`src/rtl/mwc_exp_table.sv`:
```
// Expected-write table: DEPTH entries of {address, data}, synchronous write,
// combinational read. Contents have no reset and survive a checker reset.
module mwc_exp_table #(
    parameter int ADDR_W = 32,
    parameter int DATA_W = 32,
    parameter int DEPTH  = 8,
    parameter int IDX_W  = 3
) (
    input  logic              clk,
    input  logic              we,
    input  logic [IDX_W-1:0]  wr_idx,
    input  logic [ADDR_W-1:0] wr_addr,
    input  logic [DATA_W-1:0] wr_data,
    input  logic [IDX_W-1:0]  rd_idx,
    output logic [ADDR_W-1:0] rd_addr,
    output logic [DATA_W-1:0] rd_data
);

    logic [ADDR_W+DATA_W-1:0] entry_q [DEPTH];

    always_ff @(posedge clk) begin
        if (we) begin
            entry_q[wr_idx] <= {wr_addr, wr_data};
        end
    end

    assign {rd_addr, rd_data} = entry_q[rd_idx];

endmodule

```
`config.mk`:
```
export PLATFORM = sky130hd
export DESIGN_NAME = mwc_exp_table
export DESIGN_NICKNAME = d
export VERILOG_FILES = /design/src/rtl/mwc_exp_table.sv
export SDC_FILE = /design/constraint.sdc
export NUM_CORES = 1
export LEC_CHECK = 0
export ABC_AREA = 1
export CAP_MARGIN = 20
export CORE_MARGIN = 2
export CORE_UTILIZATION = 60
export DETAILED_ROUTE_END_ITERATION = 8
export GPL_ROUTABILITY_DRIVEN = 0
export HOLD_SLACK_MARGIN = 0.06
export PLACE_DENSITY = 0.82
export SETUP_SLACK_MARGIN = 0.15
export SLEW_MARGIN = 20
export SYNTH_ARGS = -nofsm -noshare
export SYNTH_HDL_FRONTEND = slang
export SYNTH_SLANG_ARGS = --single-unit
```
`constraint.sdc`:
```
create_clock -name clk -period 5.7 [get_ports clk]
set_input_delay 1.14 -clock clk [delete_from_list [all_inputs] [get_ports clk]]
set_output_delay 1.14 -clock clk [all_outputs]
set_load 0.03 [all_outputs]
```
Word-level counts from Yosys, hierarchy flattened. Memories as Yosys holds them, arrays and structs flattened. Index checks and enable logic that the tools add are counted.

Register bits after elaboration: 0. Bits in writable memories: 512. Input port bits: 72. Output and inout port bits: 64. Logic and storage cells: 3. Memories: 1.

Multiplexer cells: 2.

Memory list: entry_q (depth 8, width 64, read ports 1, clocked after memory_dff 0, wr ports 1, RTL line 19) `logic [ADDR_W+DATA_W-1:0] entry_q [DEPTH];`.

Operators by type and width (count): 2-to-1 mux 1 bit (2).

Logic depth before layout (Yosys ltp). Gate-level depths: netlist of the first run.

Depth in word-level cells: 2. Mapped depth: 9. Mapped depth without buffers: 6.

Worst setup path before layout of the first run. No wires, ideal clock.

Path kind: input to register. From: input port wr_idx[0]. To: memory entry_q[0][0] in the netlist's numbering, enable pin. Setup time: 487 ps. Arrival time: 3958 ps. Required time: 5213 ps. Path slack: 1255 ps. Stages on the path: 3. Buffers on the path: 0. Path through: inv_1 > nand2_1 > nor2_1.

RTL lines: start: declaration (RTL line 11) `input logic [IDX_W-1:0] wr_idx,`; end: declaration (RTL line 19).

Straight into the memory's write port.

Worst setup path after layout of the first run.
From: input port rd_idx[1]. To: output port rd_data[30].

Longest elaborated chain between the ends: 1.

RTL lines: start: declaration (RTL line 14) `input logic [IDX_W-1:0] rd_idx,`; memory (8 x 64 bit); end: declaration (RTL line 16) `output logic [DATA_W-1:0] rd_data`.

No other way between the ends.

==> out/metrics.yaml, run 1 <==
status:
  status: "complete, no violations"
synth:
  yosysTopAreaCellShare: 0.6871
  syn_avg_cell_area_um2: 10.03
  synth_area_um2: 22380
  synth_seq_cells: 512
  ys_seq_area_frac: 0.6871
  yosysWarnings: 0
  syn_nets: 2302
  yosys.area.top_type: "edfxtp_1"
  ys_types: 11
  synthCells: 2230
  synth_area_leaders: "edfxtp_1, nand2_1, inv_1"
setup_path:
  critPathRequiredTime_ns: 4.56
  worstSetupPathType: "in -> out"
  path_cells: "buf_4, inv_4, buf_4, nand3_1, nand2_1, nand2_1, nand2_1, clkdlybuf4s50_1"
  crit_arrival_ns: 3.58
  worst_setup_path_end_kind: "output pin"
  critPathMaxStageDelay_ns: 0.68
  crit_slowest_cell: "buf_4"
  critPathLaunchType: "primary input"
  crit_top_cell: "nand2_1"
  cp_max_fo: 69
cells_and_area:
  fillers: 2517
  drive_gt1_frac: 0.04818
  top_register: "entry_q"
  postLayoutCoreUtil: 0.6998
  largest_reg_flops: 512
  areaGrowthSynthToFinish_pct: 14.77
  reg.largest.list: "entry_q (512)"
  final_nets: 2418
clock_network:
  htree_levels: 2
  path_clk_slew_ns: 0.06
  cts_tree: "built"
  cts_resized: 0
  cts_made_buffers: 51
  post-cts-setup-buffer-count: 0
  cts_root_buffer: "clkbuf_16"
  cts_hold_buf: 0
  cts.sinks: 512
  cts_max_path_buffers: 3
drt:
  via_count: 14920
  wl_um: 49680
  via_per_inst: 5.220
  routedWlPerCell_um: 17.38
  drt-initial-drc-count: 1133
  ant_nets: 0
  drt_first_pass_iters: 6
  drc: 0
pwr:
  power_density_nw_per_um2: 324.5
  p_seq_frac: 0.516
  p_clk_frac: 0.396
  power_switching_mw: 1.929
  ir_drop_mv: 0.2808
  internal_power_mw: 6.405
  pwr-share-comb: 0.088
  power_mw: 8.334
  p_sw_frac: 0.2314
  power_leakage_nw: 11.66
sta:
  fin_ws_ns: 0.9819
  relSlewSlack: 0.2857
  period_needed_ns: 4.718
  tightest_slew_ns: 1.069
  slew_violations: 0
  period_share: 0.8277
  hold_viol: 0
  max_freq_mhz: 212.0
  rsz0062_at_grt: "no"
  setup_viol: 0
  tns_ns: 0
floorplanning:
  coreArea_um2: 36700
  die_area_um2: 38850
  ioPinCount: 136
  fp.dieH_um: 197.1
  start_util: 0.6098
  die_w_um: 197.1
  num_rows: 70
placed_design:
  place_ws_ns: 1.051
  place.port_buffers: 135
  place_hpwl_um: 25990
grt:
  grt.busiest_layer: "met2"
  use_met2: 0.4622
  use_met3: 0.04405
  track_usage: 0.2630
  grt-ovfl-total: 0
  antenna_found_initial: 2
  grt_max_degree: 223
  use_met1: 0.3236
  grt_pass1_vias: 15090
  grt_pass1_wl_um: 78170
worst_hold_path:
  hold_class: "in -> reg"
  hold_depth: 1
  hold_start: "wr_addr[23]"
  hold_path_end: "entry_q[3][55]$_DFFE_PP_"
run:
  maxCapViolCount: 0
## synthesized netlist by cell type (all sizes together)
cell and instances:
edfxtp 512, nor2 8, nand2 838, nand3 256
inv 518, buf 89, clkbuf 9
## layer usage
metal  wire, um  vias to the layer above  part of all wire
met5          0                        -                 0
met4       1459                        0             0.029
met3       3436                      106             0.069
met2      25260                      555              0.51
met1      19520                     7111              0.39
li1           -                     7146                 -
## layout make-up
type / instances / area, um^2 / area share
Inverter: 518 / 1952 / 0.07600
Multi-Input combinational cell: 1102 / 4517 / 0.1759
Tap cell: 468 / 585.6 / 0.02280
Clock inverter: 38 / 322.8 / 0.01257
Timing Repair Buffer: 161 / 1607 / 0.06255
Clock buffer: 56 / 1316 / 0.05125
Sequential cell: 512 / 15370 / 0.5987
Antenna cell: 3 / 7.507 / 0.0002923
## worst max-delay path by stage
| stage | from | end | slack, ns | depth (start not counted) |
|---|---|---|---|---|
| floorplan | wr_idx[0] | entry_q[0][0]$_DFFE_PP_ | 1.26 | 3 |
| global placement | rd_idx[1] | rd_data[16] | 1.06 | 8 |
| detailed placement | rd_idx[1] | rd_data[16] | 1.05 | 8 |
| CTS | rd_idx[1] | rd_data[30] | 1.01 | 8 |
| global route | rd_idx[1] | rd_data[16] | 0.86 | 8 |
| finish | rd_idx[1] | rd_data[30] | 0.98 | 8 |
## worst max-delay path, delay by kind of cell
kind | cells | cell delay (ns)
buffers and inverters | 4 | 1.83
and+or+nand+nor | 4 | 0.48
## logic make-up after synthesis
kind of cell | share of synthesized area
AND/OR/NAND/NOR | 0.1992
flip-flops | 0.6871
buffers and inverters | 0.1137
## stage by stage
step,cell area (um^2),instances,hold slack (ns)
finish,25680,2858,1.265
global route,25680,2856,1.272
CTS,25670,2855,1.231
detailed placement,24030,2761,1.868
global placement,24030,2761,1.852
floorplan,22380,2230,1.239
## power groups by stage
stage / Sequential, mW / Clock, mW / Combinational (mW)
floorplan: 4.38 / 0 / 0.439
global placement: 4.37 / 0 / 0.712
detailed placement: 4.38 / 0 / 0.731
CTS: 4.30 / 3.33 / 0.739
global route: 4.31 / 3.48 / 0.806
finish: 4.30 / 3.30 / 0.736
## placed cells by master, fill, tap and decap left out, drive strengths merged
cell / n
bufinv: 5
clkdlybuf4s50: 132
nand2: 838
diode: 3
clkinv: 29
nor2: 8
inv: 519
clkinvlp: 3
clkbuf: 56
edfxtp: 512
nand3: 256
buf: 29
Power figures use the tool's default switching activity.
==> run 2, diff against run 1 <==
Clock period 5.7 ns to 4.6 ns, I/O delays scaled along.
==> out/metrics.yaml, run 2 (synthesis results as in run 1) <==
status:
  status: "complete, no violations"
sta:
  hold_viol: 0
  tns_ns: 0
  setup_viol: 0
  period_share: 0.8728
  slew_violations: 0
  tightest_slew_ns: 1.353
  max_freq_mhz: 249.1
  relSlewSlack: 0.09801
  rsz0062_at_grt: "no"
  period_needed_ns: 4.015
  fin_ws_ns: 0.5850
  worst_hold_slack_ns: 1.059
drt:
  wl_um: 49080
  ant_nets: 0
  routedWlPerCell_um: 17.21
  drt_first_pass_iters: 5
  drc: 0
  via_per_inst: 5.180
  via_count: 14770
  drt-initial-drc-count: 1104
pwr:
  ir_drop_mv: 0.3333
  power_leakage_nw: 11.71
  power_density_nw_per_um2: 401.2
clock_network:
  post-cts-setup-buffer-count: 0
  cts_max_path_buffers: 3
  htree_levels: 2
  path_clk_slew_ns: 0.06
  cts_root_buffer: "clkbuf_16"
  cts_made_buffers: 50
  cts_hold_buf: 0
  cts.sinks: 512
  cts_resized: 0
  cts_tree: "built"
grt:
  grt_pass1_vias: 14860
  grt.busiest_layer: "met2"
  use_met2: 0.4553
  grt_pass1_wl_um: 77340
  use_met3: 0.03978
  antenna_found_initial: 3
  grt_max_degree: 218
  use_met1: 0.3233
  grt-ovfl-total: 0
  track_usage: 0.2603
placed_design:
  place_ws_ns: 0.7764
  place.port_buffers: 135
  dpl_cell_area_um2: 24050
  place_hpwl_um: 25640
floorplanning:
  die_w_um: 197.1
  ioPinCount: 136
  start_util: 0.6098
  fp.dieH_um: 197.1
  num_rows: 70
  die_area_um2: 38850
  coreArea_um2: 36700
setup_path:
  worst_setup_path_end_kind: "output pin"
  critPathRequiredTime_ns: 3.68
  critPathLaunchType: "primary input"
  crit_arrival_ns: 3.10
  cp_max_fo: 217
  worstSetupPathType: "in -> out"
cells_and_area:
  final_cell_mix: "nand2_1, inv_1, edfxtp_1"
  register_area_um2: 15370
  drive_gt1_frac: 0.05961
  top_register: "entry_q"
  final_design_area_no_fill_um2: 25680
  multi_input_area_um2: 4517
  final_nets: 2419
  areaGrowthSynthToFinish_pct: 14.77
  largest_reg_flops: 512
  reg.largest.list: "entry_q (512)"
  fillers: 2551
  final_common_cell: "nand2_1"
worst_hold_path:
  hold_depth: 1
  hold_class: "in -> reg"
run:
  maxCapViolCount: 0
run 2: cell types whose count changed in the layout (fill, tap and decap cells not counted), sizes merged:
| cell | delta |
|---|---|
| buf | +35 |
| bufinv | +1 |
| clkbuf | +4 |
| clkdlybuf4s50 | -33 |
| clkinv | -10 |
| clkinvlp | -1 |
| diode | -2 |
| inv | -1 |
run 2: routing by layer:
layer | wire length (um) | part of all wire
met5 | 27 | 0.00055
met4 | 1593 | 0.032
met3 | 3394 | 0.069
met2 | 25070 | 0.51
met1 | 18990 | 0.39
run 2: stage by stage:
| stage | utilization | power (mW) | cells |
|---|---|---|---|
| floorplan | - | 5.971 | 2230 |
| finish | 0.6998 | 10.30 | 2851 |
| CTS | 0.6997 | 10.35 | 2850 |
| detailed placement | 0.6554 | 6.332 | 2763 |
| global route | 0.6998 | 10.64 | 2851 |
| global placement | 0.6554 | 6.298 | 2763 |
run 2: layout make-up:
type	count	share of cell area
diodes	1	0.00009744
clock buffers	60	0.05267
well taps	468	0.02280
flip-flops and latches	512	0.5987
multi-input cells	1102	0.1759
repair buffers	163	0.06319
inverters	518	0.07600
clock inverters	27	0.01067
run 2: path summary, 6_finish.rpt:
kind | to | startpoint | slack (ns)
worst min-delay path | entry_q[1][38]$_DFFE_PP_ | wr_addr[6] | 1.06
worst max-delay path | rd_addr[28] | rd_idx[0] | 0.58
run 2: report_power, final:
part	internal [mW]	switching [mW]
registers	5.29	0.0336
logic	0.299	0.611
clock network	2.41	1.65
run 2: critical path, stage by stage:
cell and delay, ns:
buf_6 0.10, buf_12 0.44, buf_4 0.56, nand2_1 0.11, nand3_1 0.11, nand2_1 0.07
nand2_1 0.06, nand2_1 0.08, buf_4 0.17
